## config.mk

```make
export PLATFORM = sky130hd
export DESIGN_NAME = vid_frame_sched
export DESIGN_NICKNAME = d
export VERILOG_FILES = /design/src/rtl/vid_sched_pkg.sv /design/src/rtl/vid_sched_cnt.sv /design/src/rtl/vid_frame_sched.sv
export SDC_FILE = /design/constraint.sdc
export NUM_CORES = 1
export LEC_CHECK = 0
export CORE_MARGIN = 2
export CORE_UTILIZATION = 55
export DETAILED_ROUTE_END_ITERATION = 8
export GPL_TIMING_DRIVEN = 0
export PLACE_DENSITY = 0.82
export REMOVE_ABC_BUFFERS = 1
export SETUP_SLACK_MARGIN = 0.2
export SYNTH_ARGS = -nofsm -noshare
export SYNTH_HDL_FRONTEND = slang
export SYNTH_SLANG_ARGS = --single-unit
```

## constraint.sdc

```tcl
create_clock -name clk -period 7.7 [get_ports clk]
set_clock_uncertainty 0.05 [all_clocks]
set_input_delay 0.77 -clock clk [delete_from_list [all_inputs] [get_ports clk]]
set_output_delay 0.77 -clock clk [all_outputs]
set_load 0.005 [all_outputs]
```

## src/rtl/vid_sched_pkg.sv

```systemverilog
// Shared types for the parallel-video frame scheduler: FSM states, the latched
// geometry record and the clamp applied to zero-valued geometry.
package vid_sched_pkg;

  localparam int unsigned MIN_BLANK = 1;

  typedef enum logic [1:0] {
    IDLE,
    VBLANK,
    ACTIVE,
    HBLANK
  } state_t;

  // Fields are held at 32 bits so any CNT_WIDTH up to 32 fits; unused upper bits stay zero.
  typedef struct packed {
    logic [31:0] pix;
    logic [31:0] line;
    logic [31:0] hblank;
    logic [31:0] vblank;
    logic [31:0] frames;
  } cfg_t;

  function automatic logic [31:0] clamp_min(input logic [31:0] v);
    return (v < MIN_BLANK) ? MIN_BLANK : v;
  endfunction

endpackage

```

## src/rtl/vid_sched_cnt.sv

```systemverilog
// Loadable down-counter with a terminal-count flag (count == 0); holds at zero.
module vid_sched_cnt #(
  parameter int unsigned WIDTH = 12
) (
  input  logic             clk,
  input  logic             rst_n,
  input  logic             load,
  input  logic [WIDTH-1:0] load_val,
  input  logic             en,
  output logic             tc
);

  logic [WIDTH-1:0] cnt;

  always_ff @(posedge clk) begin
    if (!rst_n) begin
      cnt <= '0;
    end else if (load) begin
      cnt <= load_val;
    end else if (en && (cnt != '0)) begin
      cnt <= cnt - WIDTH'(1);
    end
  end

  assign tc = (cnt == '0);

endmodule

```

## src/rtl/vid_frame_sched.sv

```systemverilog
// Frame scheduler: sequences VBLANK / ACTIVE / HBLANK timing, pulls pixels from a
// ready/valid source and emits registered de/hs/vs video with frame accounting.
module vid_frame_sched
  import vid_sched_pkg::*;
#(
  parameter int unsigned DATA_WIDTH = 8,
  parameter int unsigned CNT_WIDTH  = 12
) (
  input  logic                  clk,
  input  logic                  rst_n,
  input  logic [CNT_WIDTH-1:0]  cfg_pix_count,
  input  logic [CNT_WIDTH-1:0]  cfg_line_count,
  input  logic [CNT_WIDTH-1:0]  cfg_hblank,
  input  logic [CNT_WIDTH-1:0]  cfg_vblank,
  input  logic [CNT_WIDTH-1:0]  cfg_frames,
  input  logic                  start,
  input  logic                  stop,
  input  logic [DATA_WIDTH-1:0] s_di,
  input  logic                  s_valid,
  output logic                  s_ready,
  output logic [DATA_WIDTH-1:0] di_o,
  output logic                  de_o,
  output logic                  hs_o,
  output logic                  vs_o,
  output logic                  busy,
  output logic                  frame_done,
  output logic [CNT_WIDTH-1:0]  frcnt,
  output logic                  underflow
);

  state_t state, state_nx;
  cfg_t   sh, lat, eff;

  logic                 cyc_tc, line_tc;
  logic                 cyc_load, cyc_en;
  logic [CNT_WIDTH-1:0] cyc_load_val;
  logic                 line_load, line_en;
  logic [CNT_WIDTH-1:0] line_load_val;
  logic                 frame_end, last_frame, stop_pend;
  logic [CNT_WIDTH-1:0] frcnt_inc;

  logic                  de_d, hs_d, vs_d, busy_d, fd_d;
  logic [DATA_WIDTH-1:0] di_d;

  always_comb begin
    lat.pix    = clamp_min(32'(cfg_pix_count));
    lat.line   = clamp_min(32'(cfg_line_count));
    lat.hblank = clamp_min(32'(cfg_hblank));
    lat.vblank = clamp_min(32'(cfg_vblank));
    lat.frames = 32'(cfg_frames);
  end

  // The first VBLANK load happens in the same cycle the shadow is written, so it
  // reads the clamped live config; every later load uses the shadow copy.
  assign eff = (state == IDLE) ? lat : sh;

  assign frcnt_inc  = frcnt + CNT_WIDTH'(1);
  assign frame_end  = (state == HBLANK) && cyc_tc && line_tc;
  assign last_frame = stop_pend || stop ||
                      ((sh.frames != '0) && (frcnt_inc == CNT_WIDTH'(sh.frames)));

  always_ff @(posedge clk) begin
    if (!rst_n) state <= IDLE;
    else        state <= state_nx;
  end

  always_comb begin
    state_nx = state;
    unique case (state)
      IDLE:    if (start)  state_nx = VBLANK;
      VBLANK:  if (cyc_tc) state_nx = ACTIVE;
      ACTIVE:  if (cyc_tc) state_nx = HBLANK;
      HBLANK:
        if (cyc_tc) begin
          if (!line_tc)        state_nx = ACTIVE;
          else if (last_frame) state_nx = IDLE;
          else                 state_nx = VBLANK;
        end
      default: state_nx = IDLE;
    endcase
  end

  always_comb begin
    cyc_load     = (state == IDLE) ? start : cyc_tc;
    cyc_en       = (state != IDLE);
    cyc_load_val = '0;
    unique case (state_nx)
      VBLANK:  cyc_load_val = CNT_WIDTH'(eff.vblank - 32'd1);
      ACTIVE:  cyc_load_val = CNT_WIDTH'(eff.pix - 32'd1);
      HBLANK:  cyc_load_val = CNT_WIDTH'(eff.hblank - 32'd1);
      default: cyc_load_val = '0;
    endcase
    // Line counter counts remaining lines; terminal count marks the last line.
    line_load     = (state == VBLANK) && cyc_tc;
    line_load_val = CNT_WIDTH'(sh.line - 32'd1);
    line_en       = (state == HBLANK) && cyc_tc && !line_tc;
  end

  vid_sched_cnt #(.WIDTH(CNT_WIDTH)) u_cyc_cnt (
    .clk      (clk),
    .rst_n    (rst_n),
    .load     (cyc_load),
    .load_val (cyc_load_val),
    .en       (cyc_en),
    .tc       (cyc_tc)
  );

  vid_sched_cnt #(.WIDTH(CNT_WIDTH)) u_line_cnt (
    .clk      (clk),
    .rst_n    (rst_n),
    .load     (line_load),
    .load_val (line_load_val),
    .en       (line_en),
    .tc       (line_tc)
  );

  assign s_ready = (state == ACTIVE);

  always_comb begin
    de_d   = (state == ACTIVE);
    hs_d   = (state == HBLANK);
    vs_d   = (state == ACTIVE) || (state == HBLANK);
    busy_d = (state != IDLE);
    fd_d   = vs_o && !vs_d;
    di_d   = (s_ready && s_valid) ? s_di : '0;
  end

  always_ff @(posedge clk) begin
    if (!rst_n) begin
      sh         <= '0;
      frcnt      <= '0;
      stop_pend  <= 1'b0;
      underflow  <= 1'b0;
      de_o       <= 1'b0;
      hs_o       <= 1'b0;
      vs_o       <= 1'b0;
      busy       <= 1'b0;
      frame_done <= 1'b0;
      di_o       <= '0;
    end else begin
      if ((state == IDLE) && start) begin
        sh        <= lat;
        frcnt     <= '0;
        underflow <= 1'b0;
        stop_pend <= stop;
      end else begin
        if ((state != IDLE) && stop) stop_pend <= 1'b1;
        if (frame_end)               frcnt     <= frcnt_inc;
        if (s_ready && !s_valid)     underflow <= 1'b1;
      end
      de_o       <= de_d;
      hs_o       <= hs_d;
      vs_o       <= vs_d;
      busy       <= busy_d;
      frame_done <= fd_d;
      di_o       <= di_d;
    end
  end

endmodule

```

[After elaboration in Yosys (flattened, before gate mapping)]
Index checks and enable logic that the tools add are counted.
Storage, ports and cells
  bits in registers: 153
  input port bits: 73
  output and inout port bits: 27
  logic and storage cells: 86
Cells by class
  add/sub/neg operators: 7
  magnitude comparators: 4
  eq/ne operators: 7
  muxes and demuxes: 20
  bitwise operators: 1
  reductions and logical operators: 30
Operators by type and width (count)
  two-way mux 140 bit: 1
  two-way mux 12 bit: 8
  subtractor 12 x 1 -> 12 bit (second input constant): 6
  less-than comparator 12 x 1 -> 1 bit (second input constant): 4
  case mux 12 bit (3 select lines): 1
  nonzero test 32 bit: 1
  zero test 12 bit: 2
  nonzero test 12 bit: 2
  adder 12 x 1 -> 12 bit (second input constant): 1
  equality test 12 bit: 1
  logical AND 1 bit: 12
  two-way mux 2 bit: 5
  equality test 2 bit (second input constant): 4
  case mux 2 bit (4 select lines): 1
  nonzero test 2 bit: 4
  equality test 2 x 1 -> 1 bit (second input constant): 2
  two-way mux 1 bit: 4
  zero test 1 bit: 3
  logical OR 1 bit: 3
  zero test 2 bit: 1
  AND reduction 2 bit: 1
  OR reduction 2 bit: 1
  NOT 1 bit: 1

[Longest topological paths before layout]
  word-level depth: 11
  gate-level depth with buffers: 15
  depth with buffers taken out: 14

[Hierarchy]
Synthesis repeated with hierarchy kept, for this count alone.
Second synthesis, totals
  cell total of the unflattened synthesis: 794
  area total of the unflattened synthesis: 6268.5 sq um
Modules (own cells, without submodules)
  vid_frame_sched: times used 1, cells an instance 608, area each 4734.5 sq um, sequential area each 1781.7 sq um
  vid_sched_cnt at u_line_cnt: times used 1, cells an instance 97, area each 803.3 sq um, sequential area each 240.2 sq um
  vid_sched_cnt at u_cyc_cnt: times used 1, cells an instance 89, area each 730.7 sq um, sequential area each 240.2 sq um

[Worst setup path before layout]
Ideal clock, no wire load.
  kind: register to register
  start point: register u_cyc_cnt.cnt[0]
  end point: register u_cyc_cnt.cnt[11]
  library setup time: 0.122 ns
  data arrival time: 3.965 ns
  data required time: 7.528 ns
  slack: 3.563 ns
  cell stages (with the launch flop): 14
  path buffers: 1
  period minus slack after synthesis: 4.137 ns
  path through: dfxtp_1 inv_1 ha_1 or4b_4 nor4_4 nand2_2 or4b_4 or4_1 buf_2 nand2_2 mux2_2 o21a_1 or3_1 a221o_1
Between the ends
  cells in the longest elaborated chain, start to end: 6
  elaborated cells between the ends (all ways): 16
  those cells by class: add/sub: 1; eq/ne: 3; mux: 8; reduce/logical: 4
Ends and longest elaborated chain
  start, declared: line vid_sched_cnt.sv:13  | logic [WIDTH-1:0] cnt;
  start signal, assigned: line vid_sched_cnt.sv:19  | cnt <= load_val;
  start signal, assigned: line vid_sched_cnt.sv:21  | cnt <= cnt - WIDTH'(1);
  zero test 12 bit: line vid_sched_cnt.sv:25  | assign tc = (cnt == '0);
  two-way mux 2 bit, on equally long branches: line vid_frame_sched.sv:74, vid_frame_sched.sv:71, vid_frame_sched.sv:72
  case mux 2 bit (4 select lines): line vid_frame_sched.sv:69  | unique case (state)
  equality test 2 bit / equality test 2 x 1 -> 1 bit (equally long branches): line vid_frame_sched.sv:87  | unique case (state_nx)
  case mux 12 bit (3 select lines): line vid_frame_sched.sv:87
  two-way mux 12 bit: line vid_sched_cnt.sv:18  | end else if (load) begin
Several ways; a longest one is shown, not always the timed one. The select of a mux whose other input is x is not followed.
A chain may end at the register's enable or synchronous reset.

[Worst setup path in the final report]
Same ends and word-level chain as after synthesis.

==> run_results.csv <==
group,metric,value,unit
outcome,status,"finished, final reports clean",
logic_synthesis,synth-xor-area-share,4.777,%
die,start_util,56.06,%
global_routing,overflow,0,
placement,pre_cts_ws,2.568,ns
die,core_region_area,0.01079,mm^2
detailed_routing,vias_per_cell,6.060,
placement,hpwl,12210,um
die,ioPinCount,100,
worst_hold_path,hold_path.class,"register to register",
logic_synthesis,synth_top_family_by_area,"simple AND/OR/NAND/NOR gates",
worst_setup_path,cp_data_required_time,8.07,ns
detailed_routing,drt-initial-drc-count,518,
logic_synthesis,synth_edf_count,0,
clock_tree,clock-root-buffer,"clkbuf_8",
timing,tightest_slew,1.267,ns
timing,hold_viol,0,
logic_synthesis,ys_seq_area_share,37.39,%
worst_setup_path,cp.arrival,5.62,ns
detailed_routing,post_drt_wl_per_cell,17.16,um
timing,setup_viol,0,
cells_and_area,syn_to_final_growth,28.00,%
logic_synthesis,synth_compound_area_share,21.44,%
clock_tree,hold_buffers,0,
worst_setup_path,timing_worst_setup_path_type,"register to register",
clock_tree,cts_tree,"built",
clock_tree,cts_buffer_depth,2,
clock_tree,clkSlewWorstSetupHoldPaths,0.06,ns
timing,maxSlewViolCount,0,
power,powerDensity,350.6,mW/mm^2
cells_and_area,insertedDiodeCount,0,
clock_tree,cts.sinks,113,
clock_tree,cts.repair.resized,0,
clock_tree,postCtsSetupRepairBufs,0,
global_routing,grt_first_pass_wirelength,28860,um
logic_synthesis,synthMuxAreaShare,1.840,%
detailed_routing,drt_wl_total,17920,um
cells_and_area,final_layout_size_suffix_gt1_share,6.195,%
placement,port_buffers,99,
logic_synthesis,avgSynthCellArea,7.397,um^2
global_routing,grt_pass1_vias,6005,
die,dieArea,0.01186,mm^2
power,irDropWorstVdd,0.0002242,V
clock_tree,cts_buffers,17,
global_routing,antenna_found_initial,0,
detailed_routing,firstDrtPassIters,5,
logic_synthesis,synth-seq-cells,113,
logic_synthesis,synth.cell_area,0.006051,mm^2
logic_synthesis,synth.distinct_cells,62,
logic_synthesis,synth_flop_cell,"dfxtp_1",
logic_synthesis,synth-simple-area-share,29.88,%
die,num_rows,38,
global_routing,track_usage,30.83,%
timing,relSlewSlack,15.52,%
timing,finalWorstSetupSlack,2.456,ns
global_routing,grt_max_degree,81,
timing,tns,0,ns
detailed_routing,antenna_left,0,
power,p_leak,0.002820,uW
timing,finalCritPeriodShare,68.10,%
timing,fmax,190.7,MHz
detailed_routing,vias,6327,
die,die_h,108.9,um
logic_synthesis,netlist_instances,818,
die,die_x,108.9,um
logic_synthesis,synthAdderAreaFrac,0.8271,%
detailed_routing,drc,0,
logic_synthesis,yosysWarningCount,0,
clock_tree,clock_latency,0.54,ns
cells_and_area,nets,968,
worst_setup_path,setup.worst_path.start_class,"register",
worst_setup_path,rrSetupSlack,2.46,ns
timing,timing.final.crit_period,5.244,ns
timing,rsz0062_at_grt,"false",
clock_tree,htreeDepth,4,
run,max_cap_violations,0,
logic_synthesis,async_flop_share,0,%
worst_setup_path,cp-end-kind,"register",
worst_setup_path,cp_max_fo,15,
placement,globalplace.congestion,0.8965,
## layout make-up
class / instances / area, um^2
Multi-Input combinational cell: 645 / 3562
Fill cell: 855 / 3048
Sequential cell: 113 / 2262
Timing Repair Buffer: 103 / 1074
Clock buffer: 23 / 476.7
Tap cell: 140 / 175.2
Clock inverter: 9 / 152.6
Inverter: 11 / 42.54
## per-stage QoR
| stage | instances | hold WS, ns | util (%) | instance area, um^2 | power (uW) |
|---|---|---|---|---|---|
| floorplan | 769 | 0.3817 | - | 5859 | 1529 |
| global placement | 1008 | 0.3918 | 65.09 | 7025 | 1783 |
| detailed placement | 1011 | 0.3977 | 65.66 | 7087 | 1839 |
| CTS | 1043 | 0.4074 | 71.49 | 7716 | 2685 |
| global route | 1044 | 0.4239 | 71.76 | 7745 | 2859 |
| finish | 1044 | 0.4069 | 71.76 | 7745 | 2715 |
## sequential cells by signal, indices dropped and copies added (netlist names)
name	count
di_o	8
u_cyc_cnt.cnt	12
sh	60
u_line_cnt.cnt	12
vs_o	1
frame_done	1
frcnt	12
de_o	1
stop_pend	1
busy	1
underflow	1
state	2
hs_o	1
## worst paths after layout
kind / depth (start not counted) / to / startpoint
worst max-delay path: 12 / u_cyc_cnt.cnt[11] / u_cyc_cnt.cnt[0]
worst min-delay path: 2 / sh[68] / sh[68]
worst max register to register: 12 / u_cyc_cnt.cnt[11] / u_cyc_cnt.cnt[0]
worst min register to register: 2 / sh[68] / sh[68]
## cell usage after synthesis (4+ instances only)
cell type	n	share of area, %
o2111ai_1	4	0.58
xor2_1	14	2.0
mux2i_1	10	1.7
nand2_1	171	11
or3_1	5	0.52
and3_1	13	1.3
o21a_1	4	0.50
clkbuf_1	40	2.5
buf_2	6	0.50
and2_1	15	1.6
or4_1	5	0.62
o22ai_1	7	0.72
or2_2	4	0.41
o21ai_0	39	3.2
inv_1	10	0.62
nor3_1	19	1.6
nand3_1	17	1.4
o211ai_1	4	0.50
dfxtp_1	113	37
nand4_1	8	0.83
o31ai_1	5	0.62
a211oi_1	12	1.5
nor2_1	81	5.0
a31oi_1	12	1.2
nor2b_1	7	0.72
xnor2_1	19	2.8
nor4_1	21	2.2
ha_1	4	0.83
a21oi_1	93	7.7
## placed cells by master (no fill, tap or decap), types with 4 or more instances in the layout
cell	synthesis	layout
and3_1	13	13
clkbuf_16	0	16
inv_1	10	10
clkbuf_8	0	5
o211ai_1	4	4
a211oi_1	12	12
o21a_1	4	4
mux2i_1	10	10
bufinv_16	0	4
nand3_1	17	17
nand2_1	171	170
nand4_1	8	8
o21ai_0	39	39
nor3_1	19	19
or4_1	5	5
o31ai_1	5	5
xor2_1	14	14
ha_1	4	4
a31oi_1	12	12
nand2_2	3	4
or2_2	4	4
o2111ai_1	4	4
dfxtp_1	113	113
a21oi_1	93	93
nor4_1	21	21
clkdlybuf4s50_1	0	99
or3_1	5	5
nor2b_1	7	7
nor2_1	81	80
xnor2_1	19	19
and2_1	15	14
o22ai_1	7	7
## power by group
part	internal (uW)	switching, uW	leakage (uW)	total [uW]
clock network	559	276	0.000300	834
registers	674	104	0.000923	779
logic	424	678	0.00160	1100
## critical path, cell delays in order, from the launching register on
cell and delay (ns):
dfxtp_1 0.35, inv_1 0.07, ha_1 0.21, or4b_4 0.50
nor4_4 0.70, nand2_2 0.28, a21oi_1 1.06, a21oi_1 0.09
a2111oi_0 0.47, nor3b_1 0.56, nand3_1 0.16, or3_1 0.32
a221o_1 0.29
## layer usage
layer	wire length (um)	GRT usage (%)	vias to the layer above	part of all wire, %
met5	0	0	-	0
met4	420	11.26	0	2.3
met3	1292	6.455	44	7.2
met2	8579	50.62	284	48
met1	7623	39.92	2948	43
li1	-	-	3051	-
## logic make-up (layout without fill, tap and decap cells)
family                   Yosys count  after routing
XOR/XNOR                          33             33
multiplexers                      11             11
AND/OR/NAND/NOR                  384            384
flip-flops                       113            113
AO/OA/AOI/OAI                    213            213
adder cells (fa/ha/maj)            4              4
buffers and inverters             60            146
Power figures use the tool's default switching activity.
